**src/rtl/seq_pkg.sv**
```systemverilog
// Shared types and constants for the serial pattern transmitter and its more1010 benches.
package seq_pkg;

   typedef enum logic [1:0] {
      IDLE  = 2'd0,
      SHIFT = 2'd1,
      GAP   = 2'd2,
      ZERO  = 2'd3
   } state_t;

   localparam logic [3:0] PATTERN_1010 = 4'b1010;

endpackage

```
**src/rtl/seq_pattern_tx_if.sv**
```systemverilog
// Request handshake, abort and serial output bundle of seq_pattern_tx.
interface seq_pattern_tx_if #(
   parameter int PAT_W = 4,
   parameter int CNT_W = 8
);
   logic             start_valid;
   logic             start_ready;
   logic [PAT_W-1:0] pattern;
   logic [CNT_W-1:0] repeat_cnt;
   logic             abort;
   logic             out;
   logic             out_valid;
   logic             frame;
   logic             busy;
   logic             done;

   modport master (
      output start_valid, pattern, repeat_cnt, abort,
      input  start_ready, out, out_valid, frame, busy, done
   );

   modport slave (
      input  start_valid, pattern, repeat_cnt, abort,
      output start_ready, out, out_valid, frame, busy, done
   );
endinterface

```
**src/rtl/seq_tx_shreg.sv**
```systemverilog
// Parallel-load, shift-left register; zeros enter at the LSB so the MSB idles low once drained.
module seq_tx_shreg #(
   parameter int PAT_W = 4
) (
   input  logic             clk,
   input  logic             reset,
   input  logic             load,
   input  logic             shift,
   input  logic [PAT_W-1:0] d,
   output logic             msb
);

   logic [PAT_W-1:0] q;

   always_ff @(posedge clk) begin
      if (!reset)     q <= '0;
      else if (load)  q <= d;
      else if (shift) q <= {q[PAT_W-2:0], 1'b0};
   end

   assign msb = q[PAT_W-1];

endmodule

```
**src/rtl/seq_pattern_tx.sv**
```systemverilog
// Serial pattern transmitter: sends an accepted pattern MSB-first, repeat_cnt times, with optional idle gaps.
module seq_pattern_tx
   import seq_pkg::*;
#(
   parameter int PAT_W    = 4,
   parameter int CNT_W    = 8,
   parameter int GAP_BITS = 0
) (
   input  logic             clk,
   input  logic             reset,
   seq_pattern_tx_if.slave  bus
);

   localparam int IW = $clog2(PAT_W);
   localparam int GW = (GAP_BITS > 0) ? $clog2(GAP_BITS + 1) : 1;
   localparam logic [IW-1:0]    IDX_LAST = IW'(PAT_W - 1);
   localparam logic [GW-1:0]    GAP_LAST = GW'((GAP_BITS > 0) ? GAP_BITS - 1 : 0);
   localparam logic [CNT_W-1:0] REP_ONE  = CNT_W'(1);

   state_t           state_q, state_d;
   logic [PAT_W-1:0] pat_q, pat_d;
   logic [CNT_W-1:0] rep_q, rep_d;
   logic [IW-1:0]    idx_q, idx_d;
   logic [GW-1:0]    gap_q, gap_d;
   logic             sh_load, sh_shift, sh_msb;
   logic [PAT_W-1:0] sh_d;
   logic             start_ready;
   logic             out_valid_q, frame_q, busy_q, done_q;
   logic             out_valid_d, frame_d, busy_d, done_d;

   assign start_ready = (state_q == IDLE) && !bus.abort;

   seq_tx_shreg #(.PAT_W(PAT_W)) u_shreg (
      .clk   (clk),
      .reset (reset),
      .load  (sh_load),
      .shift (sh_shift),
      .d     (sh_d),
      .msb   (sh_msb)
   );

   always_comb begin
      state_d  = state_q;
      pat_d    = pat_q;
      rep_d    = rep_q;
      idx_d    = idx_q;
      gap_d    = gap_q;
      sh_load  = 1'b0;
      sh_shift = 1'b0;
      sh_d     = pat_q;
      case (state_q)
         IDLE: begin
            if (bus.start_valid && start_ready) begin
               pat_d = bus.pattern;
               rep_d = bus.repeat_cnt;
               if (bus.repeat_cnt != '0) begin
                  state_d = SHIFT;
                  sh_load = 1'b1;
                  sh_d    = bus.pattern;
                  idx_d   = IDX_LAST;
               end else begin
                  state_d = ZERO;
               end
            end
         end
         SHIFT: begin
            sh_shift = 1'b1;
            if (idx_q != '0) begin
               idx_d = idx_q - 1'b1;
            end else if (rep_q > REP_ONE) begin
               rep_d = rep_q - 1'b1;
               if (GAP_BITS > 0) begin
                  state_d = GAP;
                  gap_d   = GAP_LAST;
               end else begin
                  sh_load = 1'b1;
                  idx_d   = IDX_LAST;
               end
            end else begin
               state_d = IDLE;
            end
         end
         GAP: begin
            if (gap_q != '0) begin
               gap_d = gap_q - 1'b1;
            end else begin
               state_d = SHIFT;
               sh_load = 1'b1;
               idx_d   = IDX_LAST;
            end
         end
         ZERO:    state_d = IDLE;
         default: state_d = IDLE;
      endcase
      // Abort also zero-loads the shift register so out drops on the next cycle.
      if (bus.abort && (state_q != IDLE)) begin
         state_d  = IDLE;
         sh_load  = 1'b1;
         sh_shift = 1'b0;
         sh_d     = '0;
      end
      out_valid_d = (state_d == SHIFT);
      frame_d     = (state_d == SHIFT) && (idx_d == IDX_LAST);
      busy_d      = (state_d != IDLE);
      done_d      = (state_d == ZERO) ||
                    ((state_d == SHIFT) && (idx_d == '0) && (rep_d == REP_ONE));
   end

   always_ff @(posedge clk) begin
      if (!reset) begin
         state_q     <= IDLE;
         pat_q       <= '0;
         rep_q       <= '0;
         idx_q       <= '0;
         gap_q       <= '0;
         out_valid_q <= 1'b0;
         frame_q     <= 1'b0;
         busy_q      <= 1'b0;
         done_q      <= 1'b0;
      end else begin
         state_q     <= state_d;
         pat_q       <= pat_d;
         rep_q       <= rep_d;
         idx_q       <= idx_d;
         gap_q       <= gap_d;
         out_valid_q <= out_valid_d;
         frame_q     <= frame_d;
         busy_q      <= busy_d;
         done_q      <= done_d;
      end
   end

   assign bus.start_ready = start_ready;
   assign bus.out         = sh_msb;
   assign bus.out_valid   = out_valid_q;
   assign bus.frame       = frame_q;
   assign bus.busy        = busy_q;
   assign bus.done        = done_q;

endmodule

```
**src/flat_wrapper.sv**
```systemverilog
// flat-port wrapper written by rule: the top's interface ports become plain ports
module seq_pattern_tx_flat import seq_pkg::*;
#(
   parameter int PAT_W    = 4,
   parameter int CNT_W    = 8,
   parameter int GAP_BITS = 0
)
  (clk, reset, bus_start_valid, bus_pattern, bus_repeat_cnt, bus_abort, bus_start_ready, bus_out, bus_out_valid, bus_frame, bus_busy, bus_done);
  seq_pattern_tx_if #(.PAT_W(PAT_W), .CNT_W(CNT_W)) bus_i ();
  input  logic clk;
  input  logic reset;
  input wire logic [$bits(bus_i.start_valid)-1:0] bus_start_valid;
  input wire logic [$bits(bus_i.pattern)-1:0] bus_pattern;
  input wire logic [$bits(bus_i.repeat_cnt)-1:0] bus_repeat_cnt;
  input wire logic [$bits(bus_i.abort)-1:0] bus_abort;
  output wire logic [$bits(bus_i.start_ready)-1:0] bus_start_ready;
  output wire logic [$bits(bus_i.out)-1:0] bus_out;
  output wire logic [$bits(bus_i.out_valid)-1:0] bus_out_valid;
  output wire logic [$bits(bus_i.frame)-1:0] bus_frame;
  output wire logic [$bits(bus_i.busy)-1:0] bus_busy;
  output wire logic [$bits(bus_i.done)-1:0] bus_done;
  assign bus_i.start_valid = bus_start_valid;
  assign bus_i.pattern = bus_pattern;
  assign bus_i.repeat_cnt = bus_repeat_cnt;
  assign bus_i.abort = bus_abort;
  assign bus_start_ready = bus_i.start_ready;
  assign bus_out = bus_i.out;
  assign bus_out_valid = bus_i.out_valid;
  assign bus_frame = bus_i.frame;
  assign bus_busy = bus_i.busy;
  assign bus_done = bus_i.done;
  seq_pattern_tx #(.PAT_W(PAT_W), .CNT_W(CNT_W), .GAP_BITS(GAP_BITS)) u_core (.clk(clk), .reset(reset), .bus(bus_i));
endmodule
```
**config.mk**
```make
export PLATFORM = sky130hd
export DESIGN_NAME = seq_pattern_tx_flat
export DESIGN_NICKNAME = d
export VERILOG_FILES = /design/src/rtl/seq_pkg.sv /design/src/rtl/seq_pattern_tx_if.sv /design/src/rtl/seq_tx_shreg.sv /design/src/rtl/seq_pattern_tx.sv /design/src/flat_wrapper.sv
export SDC_FILE = /design/constraint.sdc
export NUM_CORES = 1
export LEC_CHECK = 0
export CORE_AREA = 2 2 54 56
export CTS_CLUSTER_SIZE = 8
export DETAILED_ROUTE_END_ITERATION = 10
export DIE_AREA = 0 0 56 58
export GPL_TIMING_DRIVEN = 0
export MAX_ROUTING_LAYER = met4
export PLACE_DENSITY = 0.8
export SYNTH_ARGS = -nofsm -noshare
export SYNTH_HDL_FRONTEND = slang
export SYNTH_SLANG_ARGS = --single-unit
```
**constraint.sdc**
```tcl
create_clock -name clk -period 3.73 [get_ports clk]
set_input_delay 0.373 -clock clk [delete_from_list [all_inputs] [get_ports clk]]
set_output_delay 0.373 -clock clk [all_outputs]
set_load 0.05 [all_outputs]
```
## Word-level counts from Yosys, hierarchy flattened

Cells that the tools add are included.

| operators by class | value |
|---|---|
| $add $sub $neg | 3 |
| $lt $le $gt $ge | 1 |
| eq/ne operators | 7 |
| multiplexer cells | 33 |
| reduce and logical (&&, ||, !) cells | 16 |

Operators with widths:

| kind | count |
|---|---|
| 4-bit 2-to-1 mux | 6 |
| 8-bit 2-to-1 mux | 3 |
| 2-bit 2-to-1 mux | 11 |
| 8-bit case mux with 2 select lines | 1 |
| 1-bit 2-to-1 mux | 9 |
| 2-bit equality test, second input constant | 4 |
| 8-bit by 1-bit equality test with 1-bit output, second input constant | 1 |
| 8-bit by 1-bit greater-than comparator with 1-bit output, second input constant | 1 |
| 2-bit case mux with 4 select lines | 1 |
| 2-bit nonzero test | 4 |
| 8-bit nonzero test | 1 |
| 8-bit by 1-bit subtractor with 8-bit output, second input constant | 1 |
| 1-bit logical AND | 6 |
| 2-bit case mux with 3 select lines | 1 |
| 2-bit by 1-bit equality test with 1-bit output, second input constant | 2 |
| 2-bit logical NOT | 2 |
| 1-bit case mux with 3 select lines | 1 |
| 2-bit AND reduction | 1 |
| 2-bit by 1-bit subtractor with 2-bit output, second input constant | 1 |
| 1-bit logical NOT | 1 |
| 1-bit logical OR | 1 |
| 1-bit subtractor, second input constant | 1 |

| storage, ports and cells | value |
|---|---|
| bits in registers | 25 |
| word-level logic and storage cells | 70 |

## Depth between registers and ports, before layout

Gate-level depths: netlist (run 1).

| depth | value |
|---|---|
| depth after elaboration | 10 |
| depth in mapped cells | 9 |
| depth with buffers taken out | 8 |

## Modules after synthesis

Synthesis (run 1) repeated with hierarchy kept, for this count alone.

| second synthesis, totals | value |
|---|---|
| cells, all modules | 183 |
| area, all modules | 1482.7 sq um |

By module, submodules not included:

| module | instances | cells each | area an instance (sq um) | seq. area each (sq um) |
|---|---|---|---|---|
| seq_pattern_tx | 1 | 167 | 1296.2 | 400.4 |
| seq_tx_shreg | 1 | 16 | 186.4 | 80.1 |

## Least setup slack after synthesis (run 1)

Ideal clock, no wire load.

| timing | value |
|---|---|
| path type | reg2reg |
| start | register u_core.rep_q[0] |
| end | register u_core.done_q (netlist: u_core.bus.done) |
| setup time | 96 ps |
| arrival | 2043 ps |
| slack | 1592 ps |
| stages on the path, launching flop included | 10 |
| buffers on the path | 1 |
| period minus slack after synthesis | 2138 ps |
| path through | dfxtp_1 -> inv_1 -> ha_1 -> or2_2 -> and3_1 -> buf_2 -> a21o_1 -> a211oi_2 -> nand4_1 -> o41ai_2 |

| between the ends | value |
|---|---|
| word-level cells in the longest chain between the ends | 9 |
| elaborated cells on any way between the ends | 20 |
| those cells by class | add/sub: 1; order compare: 1; eq/ne: 3; mux: 11; reduce/logical: 4 |

Ends and longest elaborated chain:

| item | RTL line | RTL |
|---|---|---|
| from (decl) | seq_pattern_tx.sv:22 | `logic [CNT_W-1:0] rep_q, rep_d;` |
| from (signal assigned) | seq_pattern_tx.sv:123 | `rep_q <= rep_d;` |
| 8-bit by 1-bit greater-than comparator with 1-bit output | seq_pattern_tx.sv:70 | `end else if (rep_q > REP_ONE) begin` |
| 2-bit 2-to-1 mux | seq_pattern_tx.sv:70 |  |
| 2-bit 2-to-1 mux | seq_pattern_tx.sv:68 | `if (idx_q != '0) begin` |
| 2-bit case mux with 4 select lines | seq_pattern_tx.sv:51 | `case (state_q)` |
| 2-bit 2-to-1 mux | seq_pattern_tx.sv:96 | `if (bus.abort && (state_q != IDLE)) begin` |
| 2-bit by 1-bit equality test with 1-bit output | seq_pattern_tx.sv:106 | `((state_d == SHIFT) && (idx_d == '0) && (rep_d == REP_ONE));` |
| 1-bit logical AND (2 in series) | seq_pattern_tx.sv:106 |  |
| 1-bit logical OR (*) | seq_pattern_tx.sv:105 | `done_d = (state_d == ZERO) \|\|` |
| to (signal assigned) | seq_pattern_tx.sv:129 | `done_q <= done_d;` |
| to (decl) | seq_pattern_tx.sv:28 | `logic out_valid_q, frame_q, busy_q, done_q;` |

Mark *: on every way between the ends. The rest lies on a longest branch, timed or not.
A chain may end at the register's enable or synchronous reset.

## Final worst setup path (run 1)

Ends and elaborated chain as after synthesis.

==> results of run 1 <==
-- metal layers --
| metal | track usage (%) | up-vias | part of all wire [%] |
|---|---|---|---|
| li1 | - | 708 | - |
| met1 | 33.75 | 677 | 43 |
| met2 | 37.82 | 85 | 46 |
| met3 | 7.143 | 11 | 9.9 |
| met4 | 8.844 | 0 | 1.9 |
| met5 | - | - | 0 |
-- logic make-up (layout without fill, tap and decap cells) --
family	Yosys count	count (layout)	synth area share, %
buf+inv	14	39	3.765
fa+ha+maj	2	2	1.751
compound gates	58	58	28.29
mux	4	4	3.152
simple gates	72	72	28.19
flops	24	24	33.63
xor+xnor	2	2	1.226
-- critical path, cell delays in order (launching register included) --
cell and delay, ps:
dfxtp_1 480, inv_1 70, ha_1 280, or2_2 320
and3_1 180, buf_2 160, a21o_1 250, a211oi_2 350
nand4_1 150, o41ai_2 260
-- sequential cells by signal, summed over array words and instances (netlist names) --
signal,flops
u_core.pat_q,4
u_core.bus.out_valid,1
u_core.bus.busy,1
u_core.u_shreg.q,4
u_core.state_q,2
u_core.bus.done,1
u_core.bus.frame,1
u_core.rep_q,8
u_core.idx_q,2
-- worst paths after layout --
path	start	endpoint	cells past startpoint	slack (ps)
worst max-delay path	u_core.rep_q[0]	u_core.bus.done	9	1120
worst min-delay path	u_core.pat_q[2]	u_core.pat_q[2]	2	470
worst max register to register	u_core.rep_q[0]	u_core.bus.done	9	1120
worst min register to register	u_core.pat_q[2]	u_core.pat_q[2]	2	470
-- stage by stage --
| step | hold slack [ps] | setup slack (ps) |
|---|---|---|
| detailed placement | 449.5 | 1083 |
| finish | 466.4 | 1120 |
| floorplan | 431.8 | 1592 |
| global route | 493.9 | 968.9 |
| CTS | 468.1 | 1151 |
| global placement | 438.6 | 1152 |
-- layout make-up --
class | instances | area share [%]
Multi-Input combinational cell | 138 | 51.70
Buffer | 6 | 1.374
Timing Repair Buffer | 21 | 12.15
Sequential cell | 24 | 27.77
Inverter | 8 | 1.735
Clock buffer | 3 | 1.302
Tap cell | 31 | 2.242
Clock inverter | 1 | 1.735
-- cell usage in the layout (no fill, tap or decap), types with 2 or more instances in the layout --
master / synthesis / layout
xnor2_1: 2 / 2
o31ai_1: 2 / 2
nor3_1: 7 / 7
a221oi_1: 2 / 2
nor2b_1: 4 / 4
a22o_1: 3 / 3
and2_1: 2 / 2
clkbuf_1: 5 / 5
a311oi_1: 2 / 2
a21o_1: 3 / 3
or4_1: 2 / 2
a21oi_1: 15 / 15
mux2i_1: 3 / 3
nand2_1: 15 / 15
nor2_1: 18 / 18
nand4_1: 3 / 3
dfxtp_1: 24 / 24
and3_1: 2 / 2
o21ai_0: 9 / 9
inv_1: 8 / 8
nand2b_1: 2 / 2
ha_1: 2 / 2
or2_2: 2 / 2
o21a_1: 4 / 4
a31oi_1: 3 / 3
clkbuf_4: 0 / 3
nand3_1: 3 / 3
clkdlybuf4s50_1: 0 / 21
-- power groups by stage --
| stage | combinational (mW) | sequential [mW] | clock, mW |
|---|---|---|---|
| after global routing | 0.204 | 0.292 | 0.207 |
| after floorplan | 0.122 | 0.297 | 0 |
| after CTS | 0.183 | 0.289 | 0.197 |
| after global placement | 0.178 | 0.294 | 0 |
| final | 0.187 | 0.290 | 0.196 |
| after detailed placement | 0.182 | 0.295 | 0 |
==> results.md, run 1 <==
- Status: complete, no violations
- Area share of the largest cell type after synthesis: 33.63%
- Synth Instances: 176
- Syn Area/Cell: 8.119 um2
- Vias in the first global route: 1330
- Area of the core: 2663 um2
- Post-route clock period utilization: 69.97%
- N_diodes: 0
- Switching share of power: 31.47%
- Final instance area: 1730 um2
- Final non-filler cell total: 232
- Post-CTS setup buffers: 0
- Hold violation count in the final report: 0
- DP Wirelength: 2.881 mm
- Die Area: 3248 um2
- Max IR drop VDD: 0.2788 mV
- YS warnings: 0
- DRT Pass-1 Iters: 4
- Total CTS buffers: 3
- Cell Area, Synth: 1429 um2
- Global-route wire length before repair: 6.354 mm
- Clk Latency, worst-skew pair: 340 ps
- Synth cell count leaders: dfxtp_1 (24), nor2_1 (18), a21oi_1 (15), nand2_1 (15), o21ai_0 (9)
- Pwr dens: 389.2 nW/um2
- Via count: 1481
- Clock Tree Buf Depth: 2
- Post-DRT Antenna Nets: 0
- Relative slew slack: 57.24%
- CTS tree: built
- H-tree depth: 1
- Synth Register Bits: 24
- Syn_nets: 194
- Share of cells above drive strength 1: 7.463%
- RSZ-0062 raised after global routing: no
- Total gr overflow: 0
- Final #Nets: 220
- Initial DRC Count: 51
- Fmax: 383.2 MHz
- Power, Total: 0.6735 mW
- Synth cell types: 55
- Worst EP arrival: 2840 ps
- Final-report setup violation count: 0
- Starting Density: 53.67%
- Top cells by area, synth: dfxtp_1 (34%), a21oi_1 (5.3%), nor2_1 (4.7%)
- Final core utilization: 64.99%
- Die span in x: 56 um
- Hold WC Path Type: register to register
- Slew @ Worst Pin: 634.7 ps
- Seq pwr share: 43.0%
- Worst setup SP type: register
- Routability Congestion: 1.011
- Setup TNS: 0 ps
- Setup Skew: 13.27 ps
- Post-CTS resize count: 0
- Root buffer cell: clkbuf_4
- Area after DPL: 1678 um2
- Minimum clock period: 2610 ps
- Ys flop type: dfxtp_1
- Kind of critical path: register to register
- Post-synth top area cell: dfxtp_1
- Max Cap Viol: 0
- Register Area: 480.5 um2
- Switch Pwr: 0.2119 mW
- Worst Path Required: 3960 ps
- Most frequent cell after synthesis: dfxtp_1
- Area occupied by multi-input gates: 894.6 um2
- Fillers: 228
- Final WL: 3.796 mm
- Initial antenna violation count: 0
- Die height: 58 um
- GR Util All Layers: 25.57%
- Pint: 0.4616 mW
- Via density: 6.384
- Dpl cells: 228
- Ports: 22
- Post-DR wirelength/cell: 16.36 um
- Worst-path clk slew: 130 ps
- Area growth syn-to-layout: 21.10%
- LEAKAGE: 0.6388 nW
- Post-synth EDFFs: 0
- Final slew viol count: 0
- Seq/Total Area, Yosys: 33.63%
- # rows: 19
- Clock share of power: 29.1%
- Hold_buf cts: 0
- Async set or reset register ratio after synthesis: 0%
- Drt drc: 0
- Crit path max fanout: 6
- Port Buffer Count: 21
- Largest net degree at the start of global routing: 15
- Clk sinks: 24
- Comb power frac: 27.8%
- Critical Path End Type: register
Note: power is estimated with default switching activity, not from simulation.
==> run 2, diff against run 1 <==
--- a/config.mk
+++ b/config.mk
@@ -5,13 +5,13 @@
 export SDC_FILE = /design/constraint.sdc
 export NUM_CORES = 1
 export LEC_CHECK = 0
-export CORE_AREA = 2 2 54 56
+export CORE_AREA = 2 2 58 60
 export CTS_CLUSTER_SIZE = 8
 export DETAILED_ROUTE_END_ITERATION = 10
-export DIE_AREA = 0 0 56 58
+export DIE_AREA = 0 0 60 62
 export GPL_TIMING_DRIVEN = 0
 export MAX_ROUTING_LAYER = met4
-export PLACE_DENSITY = 0.8
+export PLACE_DENSITY = 0.73
 export SYNTH_ARGS = -nofsm -noshare
 export SYNTH_HDL_FRONTEND = slang
 export SYNTH_SLANG_ARGS = --single-unit
==> constraint.sdc (replaced) <==
create_clock -name clk -period 2.35 [get_ports clk]
set_input_delay 0.235 -clock clk [delete_from_list [all_inputs] [get_ports clk]]
set_output_delay 0.235 -clock clk [all_outputs]
set_load 0.05 [all_outputs]
==> results.md, run 2 (synthesized netlist as in run 1, its figures left out) <==
- Post-route clock period utilization: 95.66% (+26 points)
- Starting Density: 44.94% (-8.7 points)
- Die height: 62 um (+6.9%)
- Total gr overflow: 0 (unchanged)
- Critical Path End Type: register
- Commonest non-fill, non-tap cell in the layout: dfxtp_1
- Crit path max fanout: 6 (unchanged)
- Area growth syn-to-layout: 27.41%
- Worst stage delay on the critical path: 380 ps (-100 ps)
- Pre-CTS setup slack: -221.3 ps (-1305 ps)
- Vias in the first global route: 1371 (+3.1%)
- Area of the core: 3179 um2 (+19%)
- Fmax: 444.9 MHz (+16%)
- Via density: 5.823 (-8.8%)
- Total CTS buffers: 3 (unchanged)
- Final #Nets: 227 (+3.2%)
- Routability Congestion: 0.9395 (-7.1%)
- Clk Latency, worst-skew pair: 320 ps (-20 ps)
- Max Cap Viol: 0 (unchanged)
- Slowest-stage cell, CP: dfxtp_4
- GR Util All Layers: 24.26% (-1.3 points)
- Most frequent cells in the layout: dfxtp_1 (22), clkdlybuf4s50_1 (20), nor2_1 (18), nand2_1 (15), a21oi_1 (15)
- Worst setup SP type: register
- Setup Skew: 0.9867 ps (-12.28 ps)
- Largest register FFs: 8 (unchanged)
- N_diodes: 0 (unchanged)
- Hold violation count in the final report: 0 (unchanged)
- Post-DR wirelength/cell: 15.84 um (-3.2%)
- LEAKAGE: 0.6845 nW (+7.2%)
- Post-DRT Antenna Nets: 0 (unchanged)
- DRT Pass-1 Iters: 5 (+1)
- Fillers: 310 (+36%)
- Relative slew slack: 61.73% (+4.5 points)
- Drt drc: 0 (unchanged)
- Status: complete, no violations
- Ports: 22 (unchanged)
- Worst Path Required: 2610 ps (-1350 ps)
- Cell Chain, Critical Path: inv_1 -> ha_2 -> or2_2 -> and3_1 -> buf_2 -> a21o_4 -> a211oi_4 -> buf_4 -> and2b_1 -> nor3b_2
- Power, Total: 1.009 mW (+50%)
- Post-route setup slack: 102.1 ps (-1018 ps)
- Worst-path clk slew: 130 ps (about the same)
- Global-route wire length before repair: 6.561 mm (+3.3%)
- Final WL: 4.024 mm (+6.0%)
- Final-report setup violation count: 0 (unchanged)
- Final core utilization: 57.26% (-7.7 points)
- Final instance area: 1821 um2 (+5.2%)
- Clock Tree Buf Depth: 2 (unchanged)
- CTS tree: built
- Die span in x: 60 um (+7.1%)
- Initial DRC Count: 93 (+82%)
- Largest net degree at the start of global routing: 14 (-1)
- Die Area: 3720 um2 (+15%)
- Root buffer cell: clkbuf_4
- Clk sinks: 24 (unchanged)
- Area after DPL: 1697 um2 (+1.1%)
- Max IR drop VDD: 0.3705 mV (+33%)
- Largest regs: u_core.rep_q x8, u_core.pat_q x4, u_core.u_shreg.q x4
- Hold_buf cts: 0 (unchanged)
- Port Buffer Count: 21 (unchanged)
- Hold WC Path Type: register to register
- Slew @ Worst Pin: 566.1 ps (-68.64 ps)
- # rows: 21 (+2)
- DP Wirelength: 3.039 mm (+5.5%)
- Minimum clock period: 2248 ps (-362.0 ps)
- Worst EP arrival: 2510 ps (-330 ps)
- Pwr dens: 554.5 nW/um2 (+42%)
- Initial antenna violation count: 0 (unchanged)
- Top reg by flops: u_core.rep_q
- Via count: 1479 (-0.14%)
- H-tree depth: 1 (unchanged)
- Share of cells above drive strength 1: 13.46% (+6.0 points)
- Kind of critical path: register to register
- Final slew viol count: 0 (unchanged)
-- run 2: changes by cell type in the layout (fill, tap and decap cells not counted), sizes merged --
cell | before | now
buf | 1 | 8
clkbuf | 8 | 9
dlymetal6s2s | 0 | 1
clkdlybuf4s50 | 21 | 20
bufinv | 1 | 0
-- run 2: where the power goes --
part	switching, mW	internal, mW	total, mW	leakage [nW]
sequential	0.0275	0.430	0.458	0.198
combinational	0.178	0.149	0.326	0.466
clock	0.131	0.0949	0.226	0.0210
-- run 2: timing repair --
item | CTS | global route
gates resized for setup | 8 | 4
setup buffers | 1 | 6
setup endpoints to repair | 4 | 3
pin swaps | 2 | 4
-- run 2: worst max-delay path, delay by kind of cell, from the launching register on --
kind / cells / cell delay (ps)
adder cells (fa/ha/maj): 1 / 210
buffers and inverters: 3 / 370
AND/OR/NAND/NOR: 4 / 750
AO/OA/AOI/OAI: 2 / 470
flip-flops: 1 / 380
-- run 2: metal layers --
| metal | wire (um) | part of all wire, % | global-route usage, % |
|---|---|---|---|
| met1 | 1758 | 44 | 32.32 |
| met2 | 1932 | 48 | 37.58 |
| met5 | 0 | 0 | - |
| met4 | 85 | 2.1 | 8.571 |
| met3 | 248 | 6.2 | 3.520 |
-- run 2: worst paths after layout --
check	from	endpoint	slack, ps	cells after the start
hold reg to reg	u_core.pat_q[2]	u_core.pat_q[2]	470	2
setup / recovery	u_core.rep_q[0]	u_core.bus.frame	100	10
hold / removal	u_core.pat_q[2]	u_core.pat_q[2]	470	2
setup reg to reg	u_core.rep_q[0]	u_core.bus.frame	100	10
-- run 2: area by class of cell --
type	count	area, um2	share of cell area, %
plain buffers	6	25.02	1.375
flip-flops and latches	24	488.0	26.80
clock buffers	4	36.28	1.993
inverters	8	30.03	1.649
multi-input cells	138	918.4	50.45
repair buffers	28	265.3	14.57
well taps	46	57.56	3.162
-- run 2: through the flow --
stage | hold WS, ps | TNS, ps | std cells
after global placement | 437.1 | -317.9 | 243
after detailed placement | 449.3 | -399.2 | 243
after floorplan | 352.5 | 0 | 176
final | 467.2 | 0 | 254
after global routing | 492.7 | -7.857 | 254
after CTS | 466.3 | 0 | 248
==> run 3, diff against run 2 <==
==> constraint.sdc (replaced) <==
create_clock -name clk -period 2.35 [get_ports clk]
set_input_delay 0.235 -clock clk [delete_from_list [all_inputs] [get_ports clk]]
set_output_delay 0.235 -clock clk [all_outputs]
set_load 0.01 [all_outputs]
==> results.md, run 3 (synthesized netlist as in run 1, its figures left out) <==
- Post-DR wirelength/cell: 15.86 um (+0.12%)
- Die Area: 3720 um2 (unchanged)
- Top reg by flops: u_core.rep_q
- Port Buffer Count: 21 (unchanged)
- Max IR drop VDD: 0.3707 mV (about the same)
- Kind of critical path: register to register
- CTS tree: built
- Worst Path Required: 2610 ps (about the same)
- Area growth syn-to-layout: 27.15%
- Area of the core: 3179 um2 (unchanged)
- Total CTS buffers: 3 (unchanged)
- Worst r2r path cells: 10 (unchanged)
- Worst hold stages: 2 (unchanged)
- Final core utilization: 57.14% (-0.12 points)
- Setup Skew: 1.344 ps (+0.3570 ps)
- Worst EP arrival: 2520 ps (about the same)
- Commonest non-fill, non-tap cell in the layout: dfxtp_1
- Worst-path clk slew: 130 ps (about the same)
- # rows: 21 (unchanged)
- Critical Path End Type: register
- Relative slew slack: 59.77% (-2.0 points)
- Routability Congestion: 0.9395 (unchanged)
- Post-route setup slack: 99.83 ps (-2.237 ps)
- LEAKAGE: 0.6707 nW (-2.0%)
- Final WL: 4.029 mm (+0.12%)
- Initial DRC Count: 87 (-6.5%)
- Final-report setup violation count: 0 (unchanged)
- Drt drc: 0 (unchanged)
- Root buffer cell: clkbuf_4
- Largest net degree at the start of global routing: 14 (unchanged)
- N_diodes: 0 (unchanged)
- Starting Density: 44.94% (unchanged)
- Max Cap Viol: 0 (unchanged)
- Post-route clock period utilization: 95.75% (about the same)
- Worst setup SP type: register
- DRT Pass-1 Iters: 5 (unchanged)
- Clock Tree Buf Depth: 2 (unchanged)
- Hold violation count in the final report: 0 (unchanged)
- Die span in x: 60 um (unchanged)
- Slew @ Worst Pin: 600.7 ps (+34.58 ps)
- Total gr overflow: 0 (unchanged)
- Fillers: 308 (-0.65%)
- Clk Latency, worst-skew pair: 320 ps (about the same)
- Ports: 22 (unchanged)
- Minimum clock period: 2250 ps (+2.237 ps)
- Die height: 62 um (unchanged)
- Via count: 1477 (-0.14%)
- Most frequent cells in the layout: dfxtp_1 (22), clkdlybuf4s50_1 (21), nor2_1 (18), nand2_1 (15), a21oi_1 (15)
- Crit path max fanout: 6 (unchanged)
- Clk sinks: 24 (unchanged)
- Largest register FFs: 8 (unchanged)
- Post-DRT Antenna Nets: 0 (unchanged)
- Final #Nets: 227 (unchanged)
- Final slew viol count: 0 (unchanged)
- Share of cells above drive strength 1: 12.98% (-0.48 points)
- H-tree depth: 1 (unchanged)
- Status: complete, no violations
- Pwr dens: 548.8 nW/um2 (-1.0%)
- Pre-CTS setup slack: -221.3 ps (unchanged)
- GR Util All Layers: 24.26% (unchanged)
- Via density: 5.815 (-0.14%)
- Vias in the first global route: 1371 (unchanged)
- Largest regs: u_core.rep_q x8, u_core.pat_q x4, u_core.u_shreg.q x4
- Fmax: 444.4 MHz (about the same)
- Initial antenna violation count: 0 (unchanged)
- DP Wirelength: 3.039 mm (unchanged)
- Hold WC Path Type: register to register
- Global-route wire length before repair: 6.561 mm (unchanged)
## run 3: cell types whose count changed in the layout (fill, tap and decap cells not counted)
cell,delta
clkbuf_1,+1
clkbuf_2,-1
clkdlybuf4s50_1,+1
dlymetal6s2s_1,-1
## run 3: metrics by stage
| step | instances | total power, mW | hold WS [ps] | instance area, um2 | TNS (ps) |
|---|---|---|---|---|---|
| final | 254 | 0.9971 | 467.2 | 1817 | 0 |
| after global routing | 254 | 1.055 | 492.7 | 1817 | -7.856 |
| after CTS | 248 | 0.9779 | 466.3 | 1772 | 0 |
| after detailed placement | 243 | 0.7458 | 449.3 | 1697 | -399.2 |
| after global placement | 243 | 0.7446 | 437.1 | 1697 | -317.9 |
| after floorplan | 176 | 0.6533 | 352.5 | 1429 | 0 |
## run 3: cell type report
type / instances / area [um2] / area share, %
Buffer: 6 / 23.77 / 1.309
Tap cell: 46 / 57.56 / 3.168
Sequential cell: 24 / 488.0 / 26.86
Timing Repair Buffer: 28 / 262.8 / 14.46
Clock buffer: 4 / 36.28 / 1.997
Inverter: 8 / 30.03 / 1.653
Multi-Input combinational cell: 138 / 918.4 / 50.55
## run 3: worst max-delay path: stages, from the launching register on
cell	delay (ps)
dfxtp_4	380
inv_1	40
ha_2	210
or2_2	300
and3_1	190
buf_2	160
a21o_4	250
a211oi_4	220
buf_4	160
and2b_1	120
nor3b_2	140
## run 3: layer usage
metal / track usage, % / share of wire [%]
met3: 3.520 / 6.2
met2: 37.58 / 48
met4: 8.571 / 2.1
met1: 32.32 / 44
met5: - / 0
## run 3: timing repair
item / 4_1_cts / 5_1_grt
resized for setup: 8 / 1
endpoints found under the setup margin: 4 / 2
hold buffers: 0 / 0
endpoints found under the hold margin: 0 / 0
pin swaps: 2 / 4
setup buffers: 1 / 6
## run 3: power by group
part           internal [mW]  switching, mW  leakage [nW]
sequential             0.430         0.0275         0.198
clock                 0.0949          0.131        0.0210
combinational          0.149          0.165         0.452
total                  0.674          0.323         0.671
## run 3: final timing paths
kind,start,to,slack [ps]
setup reg to reg,u_core.rep_q[0],u_core.bus.frame,100
hold / removal,u_core.pat_q[2],u_core.pat_q[2],470
hold reg to reg,u_core.pat_q[2],u_core.pat_q[2],470
setup / recovery,u_core.rep_q[0],u_core.bus.frame,100
